<file path="config.mk">
export PLATFORM = sky130hd
export DESIGN_NAME = hpdcache_sram_req_ctrl_flat
export DESIGN_NICKNAME = d
export VERILOG_FILES = /design/src/rtl/hpdcache_sram_req_ctrl_pkg.sv /design/src/rtl/hpdcache_sram_req_ctrl_if.sv /design/src/rtl/hpdcache_sram_rsp_hold.sv /design/src/rtl/hpdcache_sram_req_ctrl.sv /design/src/flat_wrapper.sv
export SDC_FILE = /design/constraint.sdc
export NUM_CORES = 1
export LEC_CHECK = 0
export ABC_AREA = 1
export CAP_MARGIN = 20
export CORE_MARGIN = 5
export CORE_UTILIZATION = 32
export DETAILED_ROUTE_END_ITERATION = 8
export PLACE_DENSITY = 0.78
export SKIP_CTS_REPAIR_TIMING = 1
export SLEW_MARGIN = 0
export SYNTH_ARGS = -nofsm -noshare
export SYNTH_HDL_FRONTEND = slang
export SYNTH_SLANG_ARGS = --single-unit
export TNS_END_PERCENT = 20
</file>
<file path="constraint.sdc">
create_clock -name clk_i -period 1.9 [get_ports clk_i]
set_input_delay 0.19 -clock clk_i [delete_from_list [all_inputs] [get_ports clk_i]]
set_output_delay 0.19 -clock clk_i [all_outputs]
set_load 0.1 [all_outputs]
</file>
<file path="src/rtl/hpdcache_sram_req_ctrl_pkg.sv">
// Shared types for the SRAM request controller.
package hpdcache_sram_req_ctrl_pkg;

   typedef enum logic {StInit, StReady} state_e;

endpackage

</file>
<file path="src/rtl/hpdcache_sram_req_ctrl_if.sv">
// Request/response and SRAM command bundle of the SRAM request controller.
interface hpdcache_sram_req_ctrl_if #(
   parameter int unsigned ADDR_SIZE = 8,
   parameter int unsigned DATA_SIZE = 64,
   parameter int unsigned NDATA     = 1
);
   localparam int unsigned DW = NDATA * DATA_SIZE;
   localparam int unsigned BW = DW / 8;

   logic                 req_valid_i;
   logic                 req_ready_o;
   logic                 req_we_i;
   logic [ADDR_SIZE-1:0] req_addr_i;
   logic [DW-1:0]        req_wdata_i;
   logic [BW-1:0]        req_wbe_i;
   logic                 rsp_valid_o;
   logic                 rsp_ready_i;
   logic [DW-1:0]        rsp_rdata_o;
   logic                 init_done_o;
   logic                 sram_cs_o;
   logic                 sram_we_o;
   logic [ADDR_SIZE-1:0] sram_addr_o;
   logic [DW-1:0]        sram_wdata_o;
   logic [BW-1:0]        sram_wbyteenable_o;
   logic [DW-1:0]        sram_rdata_i;

   modport slave (
      input  req_valid_i, req_we_i, req_addr_i, req_wdata_i, req_wbe_i, rsp_ready_i,
             sram_rdata_i,
      output req_ready_o, rsp_valid_o, rsp_rdata_o, init_done_o, sram_cs_o, sram_we_o,
             sram_addr_o, sram_wdata_o, sram_wbyteenable_o
   );

   modport master (
      output req_valid_i, req_we_i, req_addr_i, req_wdata_i, req_wbe_i, rsp_ready_i,
             sram_rdata_i,
      input  req_ready_o, rsp_valid_o, rsp_rdata_o, init_done_o, sram_cs_o, sram_we_o,
             sram_addr_o, sram_wdata_o, sram_wbyteenable_o
   );

endinterface

</file>
<file path="src/rtl/hpdcache_sram_rsp_hold.sv">
// Read response staging: presents SRAM data the cycle after a read and holds it
// in a local register while the consumer stalls.
module hpdcache_sram_rsp_hold #(
   parameter int unsigned WIDTH = 64
) (
   input  logic             clk_i,
   input  logic             rst_i,
   input  logic             rd_accept_i,
   input  logic             rsp_ready_i,
   input  logic [WIDTH-1:0] rdata_i,
   output logic             rsp_valid_o,
   output logic [WIDTH-1:0] rsp_rdata_o
);

   logic             rd_pend_q;
   logic             hold_vld_q;
   logic [WIDTH-1:0] hold_q;

   always_ff @(posedge clk_i or posedge rst_i) begin
      if (rst_i) begin
         rd_pend_q  <= 1'b0;
         hold_vld_q <= 1'b0;
         hold_q     <= '0;
      end else begin
         rd_pend_q <= rd_accept_i;
         // SRAM output is only valid one cycle; snapshot it if the consumer stalls.
         if (rsp_ready_i) begin
            hold_vld_q <= 1'b0;
         end else if (rd_pend_q) begin
            hold_vld_q <= 1'b1;
            hold_q     <= rdata_i;
         end
      end
   end

   assign rsp_valid_o = rd_pend_q | hold_vld_q;
   assign rsp_rdata_o = hold_vld_q ? hold_q : rdata_i;

endmodule

</file>
<file path="src/rtl/hpdcache_sram_req_ctrl.sv">
// 1RW SRAM request controller with single-slot read response buffering.
// Define HPDCACHE_SRAM_REQ_CTRL_INIT_EN to zero the array after reset.
module hpdcache_sram_req_ctrl
   import hpdcache_sram_req_ctrl_pkg::*;
#(
   parameter int unsigned ADDR_SIZE = 8,
   parameter int unsigned DATA_SIZE = 64,
   parameter int unsigned DEPTH     = 2**ADDR_SIZE,
   parameter int unsigned NDATA     = 1
) (
   input logic                     clk_i,
   input logic                     rst_i,
   hpdcache_sram_req_ctrl_if.slave bus
);

   localparam int unsigned DW = NDATA * DATA_SIZE;

   logic                 init_done;
   logic                 sweep;
   logic [ADDR_SIZE-1:0] sweep_addr;
   logic                 req_ready;
   logic                 req_fire;
   logic                 rsp_valid;

`ifdef HPDCACHE_SRAM_REQ_CTRL_INIT_EN
   // One spare bit so a full 2**ADDR_SIZE sweep ends without wrapping.
   localparam int unsigned     CntW    = ADDR_SIZE + 1;
   localparam logic [CntW-1:0] LastRow = CntW'(DEPTH - 1);

   state_e          state_q, state_d;
   logic [CntW-1:0] cnt_q, cnt_d;

   always_ff @(posedge clk_i or posedge rst_i) begin
      if (rst_i) begin
         state_q <= StInit;
         cnt_q   <= '0;
      end else begin
         state_q <= state_d;
         cnt_q   <= cnt_d;
      end
   end

   always_comb begin
      state_d = state_q;
      cnt_d   = cnt_q;
      if (state_q == StInit) begin
         cnt_d = cnt_q + 1'b1;
         if (cnt_q == LastRow) state_d = StReady;
      end
   end

   always_comb begin
      init_done  = (state_q == StReady);
      sweep      = (state_q == StInit);
      sweep_addr = cnt_q[ADDR_SIZE-1:0];
   end
`else
   assign init_done  = 1'b1;
   assign sweep      = 1'b0;
   assign sweep_addr = '0;
`endif

   assign req_ready = init_done & (~rsp_valid | bus.rsp_ready_i);
   assign req_fire  = bus.req_valid_i & req_ready;

   assign bus.req_ready_o = req_ready;
   assign bus.init_done_o = init_done;
   assign bus.rsp_valid_o = rsp_valid;

   always_comb begin
      bus.sram_cs_o          = 1'b0;
      bus.sram_we_o          = 1'b0;
      bus.sram_addr_o        = '0;
      bus.sram_wdata_o       = '0;
      bus.sram_wbyteenable_o = '0;
      if (sweep) begin
         bus.sram_cs_o          = 1'b1;
         bus.sram_we_o          = 1'b1;
         bus.sram_addr_o        = sweep_addr;
         bus.sram_wbyteenable_o = '1;
      end else if (req_fire) begin
         bus.sram_cs_o          = 1'b1;
         bus.sram_we_o          = bus.req_we_i;
         bus.sram_addr_o        = bus.req_addr_i;
         bus.sram_wdata_o       = bus.req_wdata_i;
         bus.sram_wbyteenable_o = bus.req_wbe_i;
      end
   end

   hpdcache_sram_rsp_hold #(
      .WIDTH (DW)
   ) i_rsp_hold (
      .clk_i       (clk_i),
      .rst_i       (rst_i),
      .rd_accept_i (req_fire & ~bus.req_we_i),
      .rsp_ready_i (bus.rsp_ready_i),
      .rdata_i     (bus.sram_rdata_i),
      .rsp_valid_o (rsp_valid),
      .rsp_rdata_o (bus.rsp_rdata_o)
   );

endmodule

</file>
<file path="src/flat_wrapper.sv">
// flat-port wrapper written by rule: the top's interface ports become plain ports
module hpdcache_sram_req_ctrl_flat import hpdcache_sram_req_ctrl_pkg::*;
#(
   parameter int unsigned ADDR_SIZE = 8,
   parameter int unsigned DATA_SIZE = 64,
   parameter int unsigned DEPTH     = 2**ADDR_SIZE,
   parameter int unsigned NDATA     = 1
)
  (clk_i, rst_i, bus_req_valid_i, bus_req_we_i, bus_req_addr_i, bus_req_wdata_i, bus_req_wbe_i, bus_rsp_ready_i, bus_sram_rdata_i, bus_req_ready_o, bus_rsp_valid_o, bus_rsp_rdata_o, bus_init_done_o, bus_sram_cs_o, bus_sram_we_o, bus_sram_addr_o, bus_sram_wdata_o, bus_sram_wbyteenable_o);
  hpdcache_sram_req_ctrl_if #(.ADDR_SIZE(ADDR_SIZE), .DATA_SIZE(DATA_SIZE), .NDATA(NDATA)) bus_i ();
  input logic clk_i;
  input logic rst_i;
  input wire logic [$bits(bus_i.req_valid_i)-1:0] bus_req_valid_i;
  input wire logic [$bits(bus_i.req_we_i)-1:0] bus_req_we_i;
  input wire logic [$bits(bus_i.req_addr_i)-1:0] bus_req_addr_i;
  input wire logic [$bits(bus_i.req_wdata_i)-1:0] bus_req_wdata_i;
  input wire logic [$bits(bus_i.req_wbe_i)-1:0] bus_req_wbe_i;
  input wire logic [$bits(bus_i.rsp_ready_i)-1:0] bus_rsp_ready_i;
  input wire logic [$bits(bus_i.sram_rdata_i)-1:0] bus_sram_rdata_i;
  output wire logic [$bits(bus_i.req_ready_o)-1:0] bus_req_ready_o;
  output wire logic [$bits(bus_i.rsp_valid_o)-1:0] bus_rsp_valid_o;
  output wire logic [$bits(bus_i.rsp_rdata_o)-1:0] bus_rsp_rdata_o;
  output wire logic [$bits(bus_i.init_done_o)-1:0] bus_init_done_o;
  output wire logic [$bits(bus_i.sram_cs_o)-1:0] bus_sram_cs_o;
  output wire logic [$bits(bus_i.sram_we_o)-1:0] bus_sram_we_o;
  output wire logic [$bits(bus_i.sram_addr_o)-1:0] bus_sram_addr_o;
  output wire logic [$bits(bus_i.sram_wdata_o)-1:0] bus_sram_wdata_o;
  output wire logic [$bits(bus_i.sram_wbyteenable_o)-1:0] bus_sram_wbyteenable_o;
  assign bus_i.req_valid_i = bus_req_valid_i;
  assign bus_i.req_we_i = bus_req_we_i;
  assign bus_i.req_addr_i = bus_req_addr_i;
  assign bus_i.req_wdata_i = bus_req_wdata_i;
  assign bus_i.req_wbe_i = bus_req_wbe_i;
  assign bus_i.rsp_ready_i = bus_rsp_ready_i;
  assign bus_i.sram_rdata_i = bus_sram_rdata_i;
  assign bus_req_ready_o = bus_i.req_ready_o;
  assign bus_rsp_valid_o = bus_i.rsp_valid_o;
  assign bus_rsp_rdata_o = bus_i.rsp_rdata_o;
  assign bus_init_done_o = bus_i.init_done_o;
  assign bus_sram_cs_o = bus_i.sram_cs_o;
  assign bus_sram_we_o = bus_i.sram_we_o;
  assign bus_sram_addr_o = bus_i.sram_addr_o;
  assign bus_sram_wdata_o = bus_i.sram_wdata_o;
  assign bus_sram_wbyteenable_o = bus_i.sram_wbyteenable_o;
  hpdcache_sram_req_ctrl #(.ADDR_SIZE(ADDR_SIZE), .DATA_SIZE(DATA_SIZE), .DEPTH(DEPTH), .NDATA(NDATA)) u_core (.clk_i(clk_i), .rst_i(rst_i), .bus(bus_i));
endmodule
</file>
After elaboration in Yosys (flattened, before gate mapping)
Cells that the tools add are included.
{ "word_totals": {"mem_count": 0, "word_cells": 20, "latchBits": 0, "output_inout_bits": 149, "ramBits": 0, "regBits": 66, "mem_bits_ro": 0, "inputBits": 149} }
{ "op_classes": {"n_bitwise": 7, "n_shift": 0, "n_mux": 8, "reduce_logical": 2, "n_mul": 0, "div_mod_pow": 0, "addsub": 0, "order_cmp": 0, "eq_ne": 0} }
{ "ops": {"columns": ["cell", "count"], "rows": [
  ["64-bit 2-to-1 mux", 2],
  ["8-bit 2-to-1 mux", 2],
  ["1-bit 2-to-1 mux", 4],
  ["1-bit NOT", 3],
  ["1-bit bitwise AND", 2],
  ["1-bit bitwise OR", 2],
  ["2-bit AND reduction", 1],
  ["2-bit nonzero test", 1]
]} }

Longest topological paths before layout
Gate-level depths: netlist (run 1).
{ "depth": {"word_depth": 5, "mapped_depth": 6, "depth_no_buf": 4} }

Hierarchy
A second synthesis (run 1) with hierarchy kept.
{ "hier_totals": {"cells_unflattened": 669, "hier_area_um2": 4724.5} }
{ "modules_own_cells": {"columns": ["mod", "area_per_inst_um2", "instances", "cells_per_inst", "seq_area_each_um2"], "rows": [
  ["hpdcache_sram_rsp_hold", 3398.3, 1, 491, 1651.6],
  ["hpdcache_sram_req_ctrl", 1326.3, 1, 178, 0.0]
]} }

Worst setup path before layout (run 1)
OpenSTA, ideal clock, no wires.
{ "synth_timing": {"path_kind": "register to output", "startpoint": "register u_core.i_rsp_hold.hold_vld_q", "endpoint": "output bus_rsp_rdata_o[58]", "t_arrival_ns": 2.842, "path_buffers": 2, "stages_incl_launch_ff": 4, "required_time_ns": 1.710, "slack_ns": -1.132, "path_cell_list": "dfrtp_1 buf_6 clkbuf_1 o21ai_0"} }
{ "synth_between": {"elab_chain_len": 1} }
{ "synth_lines": {"columns": ["element", "line_no", "rtl"], "rows": [
  ["from (decl)", "hpdcache_sram_rsp_hold.sv:16", "logic hold_vld_q;"],
  ["from (signal assigned)", "hpdcache_sram_rsp_hold.sv:22", "hold_vld_q <= 1'b0;"],
  ["from (signal assigned)", "hpdcache_sram_rsp_hold.sv:28", "hold_vld_q <= 1'b0;"],
  ["from (signal assigned)", "hpdcache_sram_rsp_hold.sv:30", "hold_vld_q <= 1'b1;"],
  ["64-bit 2-to-1 mux", "hpdcache_sram_rsp_hold.sv:37", "assign rsp_rdata_o = hold_vld_q ? hold_q : rdata_i;"],
  ["to (decl)", "flat_wrapper.sv:22", "output wire logic [$bits(bus_i.rsp_rdata_o)-1:0] bus_rsp_rdata_o;"]
]} }
No other way between the ends.

Worst setup path in the final report (run 1)
{ "layout_timing": {"startpoint": "register u_core.i_rsp_hold.hold_vld_q", "endpoint": "output bus_sram_wdata_o[12]"} }
{ "layout_between": {"elab_chain_len": 5} }
{ "layout_lines": {"columns": ["element", "line_no", "rtl"], "rows": [
  ["1-bit bitwise OR", "hpdcache_sram_rsp_hold.sv:36", "assign rsp_valid_o = rd_pend_q | hold_vld_q;"],
  ["1-bit NOT", "hpdcache_sram_req_ctrl.sv:63", "assign req_ready = init_done & (~rsp_valid | bus.rsp_ready_i);"],
  ["1-bit bitwise OR", "hpdcache_sram_req_ctrl.sv:63", null],
  ["1-bit bitwise AND", "hpdcache_sram_req_ctrl.sv:64", "assign req_fire = bus.req_valid_i & req_ready;"],
  ["64-bit 2-to-1 mux", "hpdcache_sram_req_ctrl.sv:81", "end else if (req_fire) begin"],
  ["to (decl)", "flat_wrapper.sv:27", "output wire logic [$bits(bus_i.sram_wdata_o)-1:0] bus_sram_wdata_o;"]
]} }
No other way between the ends.

==> reports/results.tsv, run 1 <==
stage	metric	value	unit
run_status	outcome	finished with violations	
run_status	failing checks	negative setup slack	
placed_design	GPL Wtd Cong	0.785	
worst_setup_path	crit start category	flop	
drt	DRC Markers	0	
die	Die Width	124	um
clock_tree	clock sink total	66	
placed_design	pre-CTS WS	24.4	ps
die	Initial Utilization	32.7	%
synth	async set or reset register ratio after synthesis	100	%
drt	via count	4687	
placed_design	Buffers on Ports	296	
drt	routed length per placed instance	16.4	um
worst_setup_path	Worst Path Class, Setup	flop to output port	
drt	DR vias/cell	4.42	
timing	RSZ-0062 raised after global routing	yes	
worst_setup_path	worst r2r dst	u_core.i_rsp_hold.hold_q[30]	
worst_setup_path	Worst Path Arrival	1780	ps
clock_tree	Worst-Skew Late Latency	320	ps
die	num rows	41	
synth	Ys Warns	0	
layout	post-layout util	75.6	%
timing	final setup vio count	72	
clock_tree	CTS Buf Count	9	
clock_tree	CTS tree	yes	
grt	vias in the first global route	4701	
die	core area	12700	um2
drt	WL final	17.4	mm
grt	GRT overflow	0	
synth	most frequent cell after synthesis	inv_1	
worst_setup_path	R2R depth	4	
grt	initial antenna violation count	0	
synth	FF+latch count, synth	66	
synth	sequential area share after synthesis	39.9	%
pwr	P_leak	4.46	nW
synth	area leader, netlist	dfrtp_1	
clock_tree	Longest Clk Path Bufs	2	
pwr	Worst VDD drop	466	uV
timing	worst setup margin	-65.2	ps
drt	drt pass-1 iters	5	
grt	largest net degree at the start of global routing	78	
layout	Area Overhead vs Synth	131	%
synth	ranking of synthesized cells by area	dfrtp_1 (40%), o21ai_0 (15%), inv_1 (14%), nand2_1 (12%), nor2_2 (8.9%)	
synth	most common library cells after synthesis	inv_1 (151), nand2_1 (130), o21ai_0 (128)	
synth	Distinct cells, synth	15	
grt	gr usage total	21.3	%
worst_setup_path	Required @ worst endpoint	1710	ps
timing	Final min period	1970	ps
die	die span in y	124	um
grt	wire length of the first global-routing pass	24.9	mm
layout	layout cells sized above 1	30.4	%
layout	final cell count without fillers	1061	
timing	Max Fclk	509	MHz
job	Max-cap violations	0	
die	die area	15300	um2
die	Boundary Pins	298	
timing	Worst Skew	7.87	ps
worst_setup_path	CP endpoint kind	output port	
clock_tree	Root Buffer Master	clkbuf_16	
timing	final hold slack	247	ps
timing	Max Slew Vio Count	0	
worst_setup_path	largest fanout on the critical path	13	
layout	Nets	1033	
synth	Post-synth EDFFs	0	
synth	Top FF cell, synth	dfrtp_1	
layout	diodes inserted	0	
drt	Iteration-0 DRC Markers	331	
worst_setup_path	reg2reg setup slack	730	ps
synth	Syn Area/Cell	6.92	um2
placed_design	Placed Instances	1038	
worst_setup_path	r2r startpoint	u_core.i_rsp_hold.rd_pend_q	
timing	Hold Violations, Final	0	
placed_design	post-DP HPWL	14.2	mm
timing	setup TNS	-2120	ps
timing	Final period util	103	%
synth	share of Yosys cell area claimed by the top area cell type	39.9	%
clock_tree	CTS clk-pin slew, worst paths	60	ps
worst_hold_path	Hold Crit Class	primary input to async pin	
synth	Syn Inst Count	598	
clock_tree	H-tree levels	3	
pwr	pwr/cell area	818	nW/um2
drt	post-route ant nets	0	
synth	synthesized cell area	4140	um2
synth	Mapped Nets	747	
per-layer routing:
| metal | share of wire, % | routed length (um) | GRT usage, % | vias to the layer above |
|---|---|---|---|---|
| met5 | 0 | 0 | 0 | - |
| met4 | 3.8 | 656 | 8.79 | 0 |
| met3 | 8.7 | 1510 | 7.95 | 41 |
| met2 | 54 | 9470 | 37.7 | 189 |
| met1 | 33 | 5750 | 22.7 | 2139 |
| li1 | - | - | - | 2318 |
power breakdown:
part	leakage, nW	switching [mW]	internal, mW
clock	0.154	0.622	1.16
sequential	0.824	0.143	1.67
combinational	3.48	2.72	1.52
critical path: stages (launching register included):
cell and delay, ps:
dfrtp_4 510, o21ai_4 220, nand2_8 150, clkbuf_16 250
nor2_4 130, buf_12 180
worst max-delay path by stage:
stage	start	end	slack, ps	cells past startpoint
floorplan	u_core.i_rsp_hold.hold_vld_q	bus_rsp_rdata_o[38]	-390	3
global placement	bus_rsp_ready_i	bus_sram_wdata_o[47]	20	7
finish	u_core.i_rsp_hold.hold_vld_q	bus_sram_wdata_o[12]	-70	5
detailed placement	bus_rsp_ready_i	bus_sram_addr_o[1]	20	7
CTS	u_core.i_rsp_hold.hold_vld_q	bus_sram_wdata_o[3]	-190	5
global route	u_core.i_rsp_hold.hold_vld_q	bus_sram_wdata_o[12]	-130	5
cells by family (layout without fill, tap and decap cells):
kind of cell | Yosys count | in the layout | share of synthesized area [%]
AO/OA/AOI/OAI | 129 | 129 | 15.9
buffers and inverters | 189 | 480 | 19.4
AND/OR/NAND/NOR | 213 | 213 | 24.8
flip-flops | 66 | 66 | 39.9
other | 1 | 1 | 0.0906
layout by cell type, fill, tap and decap left out, drive strengths merged:
master	count
clkinv	2
dfrtp	66
nand2	131
clkinvlp	1
buf	162
o21ai	129
clkbuf	14
conb	1
nor2	82
clkdlybuf4s50	148
bufinv	2
inv	151
flip-flops by register name (all words and copies together), names as in the netlist:
register	count
u_core.i_rsp_hold.hold_vld_q	1
u_core.i_rsp_hold.hold_q	64
u_core.i_rsp_hold.rd_pend_q	1
final cells by class:
class	count	area, um2
repair buffers	313	4710
clock inverters	5	86.3
flip-flops and latches	66	1660
multi-input cells	343	2110
well taps	172	215
clock buffers	11	233
fillers	822	3090
inverters	151	571
through the flow:
| step | instance area (um2) | power, mW |
|---|---|---|
| final | 9580 | 7.84 |
| after global routing | 9580 | 8.16 |
| after CTS | 9460 | 7.86 |
| after detailed placement | 9140 | 6.06 |
| after global placement | 9140 | 5.97 |
| after floorplan | 4540 | 4.45 |
No activity file was read; power rests on OpenSTA's default activity.
==> inputs of run 2 (changes only) <==
--- a/config.mk
+++ b/config.mk
@@ -11,6 +11,7 @@
 export CORE_UTILIZATION = 32
 export DETAILED_ROUTE_END_ITERATION = 8
 export PLACE_DENSITY = 0.78
+export REMOVE_ABC_BUFFERS = 1
 export SKIP_CTS_REPAIR_TIMING = 1
 export SLEW_MARGIN = 0
 export SYNTH_ARGS = -nofsm -noshare
==> reports/results.tsv, run 2 (synthesized netlist as in run 1, its figures left out) <==
stage	metric	value	unit	change
worst_setup_path	worst r2r dst	u_core.i_rsp_hold.rd_pend_q		
worst_setup_path	crit start category	flop		
worst_setup_path	CP Capture Point	bus_sram_wdata_o[40]		
worst_setup_path	largest fanout on the critical path	30		+17
grt	largest net degree at the start of global routing	75		-3.8%
die	num rows	41		unchanged
worst_setup_path	CP startpoint	u_core.i_rsp_hold.hold_vld_q		
die	core area	12700	um2	unchanged
worst_setup_path	r2r startpoint	u_core.i_rsp_hold.hold_vld_q		
layout	layout cells sized above 1	31.3	%	+0.91 points
timing	Max Slew Vio Count	0		unchanged
worst_setup_path	reg2reg setup slack	640	ps	-90 ps
clock_tree	Worst-Skew Late Latency	330	ps	about the same
drt	DR vias/cell	4.51		+2.1%
placed_design	Buffers on Ports	296		unchanged
drt	routed length per placed instance	17.8	um	+8.6%
timing	Worst Skew	3.45	ps	-4.42 ps
grt	gr usage total	21.6	%	+0.38 points
clock_tree	clock sink total	66		unchanged
grt	wire length of the first global-routing pass	24.8	mm	-0.61%
layout	# fillers	802		-2.4%
drt	drt pass-1 iters	4		-1
pwr	Worst VDD drop	508	uV	+9.0%
worst_setup_path	Required @ worst endpoint	1710	ps	about the same
grt	vias in the first global route	4697		-0.085%
drt	post-route ant nets	0		unchanged
layout	Area Overhead vs Synth	129	%	
worst_setup_path	CP endpoint kind	output port		
die	Boundary Pins	298		unchanged
pwr	combinational share of power	52.9	%	-1.3 points
layout	Nets	1036		+0.29%
placed_design	Placed Instances	1042		+0.39%
drt	DRC Markers	0		unchanged
clock_tree	CTS clk-pin slew, worst paths	50	ps	about the same
die	Initial Utilization	32.7	%	unchanged
pwr	P_leak	4.47	nW	+0.28%
run_status	failing checks	negative setup slack		
pwr	Clock Power Share	24.4	%	+1.7 points
job	Max-cap violations	0		unchanged
timing	Final period util	105	%	+1.4 points
timing	RSZ-0062 raised after global routing	yes		
timing	Final min period	1990	ps	+26.6 ps
grt	initial antenna violation count	0		unchanged
timing	Hold Violations, Final	0		unchanged
die	Die Width	124	um	unchanged
timing	Max Fclk	502	MHz	-1.3%
layout	Regs by FF count	u_core.i_rsp_hold.hold_q: 64 flops, u_core.i_rsp_hold.hold_vld_q: 1 flops, u_core.i_rsp_hold.rd_pend_q: 1 flops		
clock_tree	H-tree levels	3		unchanged
placed_design	post-DP HPWL	14.5	mm	+2.1%
run_status	outcome	finished with violations		
worst_setup_path	Worst Path Arrival	1800	ps	+20 ps
layout	commonest non-fill, non-tap cell in the layout	buf_12		
layout	most flop-heavy register	u_core.i_rsp_hold.hold_q		
timing	worst setup margin	-91.8	ps	-26.6 ps
worst_hold_path	Hold Crit Class	primary input to async pin		
layout	Largest register FFs	64		unchanged
layout	most frequent cells in the layout	buf_12 (158), inv_1 (150), clkdlybuf4s50_1 (148), nand2_1 (129), o21ai_0 (80)		
layout	final cell count without fillers	1064		+0.28%
drt	Iteration-0 DRC Markers	355		+7.3%
pwr	net switching power	3.46	mW	-0.71%
pwr	Int Power	4.54	mW	+4.3%
timing	final hold slack	263	ps	+15.8 ps
clock_tree	CTS Buf Count	9		unchanged
layout	diodes inserted	0		unchanged
clock_tree	CTS tree	yes		
drt	via count	4801		+2.4%
pwr	pwr/cell area	844	nW/um2	+3.1%
timing	final setup vio count	56		-22%
die	die span in y	124	um	unchanged
pwr	sequential power share	22.7	%	-0.4 points
pwr	switching power share of the total	43.3	%	-1.2 points
grt	GRT overflow	0		unchanged
die	die area	15300	um2	unchanged
placed_design	GPL Wtd Cong	0.857		+9.1%
worst_setup_path	Worst Path Class, Setup	flop to output port		
drt	WL final	18.9	mm	+8.9%
clock_tree	Longest Clk Path Bufs	2		unchanged
clock_tree	Root Buffer Master	clkbuf_16		
worst_setup_path	R2R depth	4		unchanged
-- run 2: cell count changes in the layout (fill, tap and decap cells not counted), sizes merged --
cell	previous run	this run
buf	162	166
clkinv	2	0
bufinv	2	3
clkbuf	14	13
nand2	131	132
-- run 2: area by class of cell --
cell class / instances / area, um2 / area share, %
inverters: 151 / 567 / 5.98
multi-input cells: 344 / 1960 / 20.6
clock inverters: 4 / 97.6 / 1.03
repair buffers: 315 / 4730 / 49.9
flip-flops and latches: 66 / 1660 / 17.5
well taps: 172 / 215 / 2.27
clock buffers: 12 / 256 / 2.70
-- run 2: worst min-delay path by stage --
stage	start	endpoint	slack, ps	cells after the start
2_1_floorplan	bus_req_we_i	u_core.i_rsp_hold.rd_pend_q	260	1
3_3_place_gp	u_core.i_rsp_hold.hold_q[16]	u_core.i_rsp_hold.hold_q[16]	470	2
3_5_place_dp	u_core.i_rsp_hold.hold_q[51]	u_core.i_rsp_hold.hold_q[51]	470	2
4_1_cts	rst_i	u_core.i_rsp_hold.hold_q[13]	270	3
5_1_grt	rst_i	u_core.i_rsp_hold.hold_q[28]	320	3
6_report	rst_i	u_core.i_rsp_hold.hold_q[28]	260	3
-- run 2: metal layers --
metal  GRT usage, %  up-vias  share of wire, %
li1               -     2331                 -
met1           19.1     2182                29
met2           40.5      226                53
met3           9.90       62                11
met4           11.6        0               7.0
met5              0        -                 0
-- run 2: power by group through the flow --
stage | clock network (mW) | logic (mW) | registers [mW]
2_1_floorplan | 0 | 2.42 | 1.82
3_3_place_gp | 0 | 4.04 | 1.81
3_5_place_dp | 0 | 4.10 | 1.83
4_1_cts | 1.99 | 4.11 | 1.82
5_1_grt | 2.06 | 4.39 | 1.85
6_report | 1.95 | 4.23 | 1.82
-- run 2: critical path: stages, from the launching register on --
cell	delay (ps)
dfrtp_4	500
o21ai_4	200
nand2_4	160
buf_12	220
nor2_2	170
buf_12	200
-- run 2: per-stage QoR --
stage | TNS (ps) | power, mW | util (%) | setup slack (ps) | area [um2]
finish | -2180 | 8.00 | 74.8 | -91.8 | 9480
global route | -6430 | 8.30 | 74.8 | -144 | 9480
CTS | -13410 | 7.92 | 72.0 | -206 | 9130
global placement | 0 | 5.86 | 69.2 | 51.1 | 8770
detailed placement | 0 | 5.94 | 69.2 | 33.8 | 8770
floorplan | -441440 | 4.25 | - | -3610 | 3900
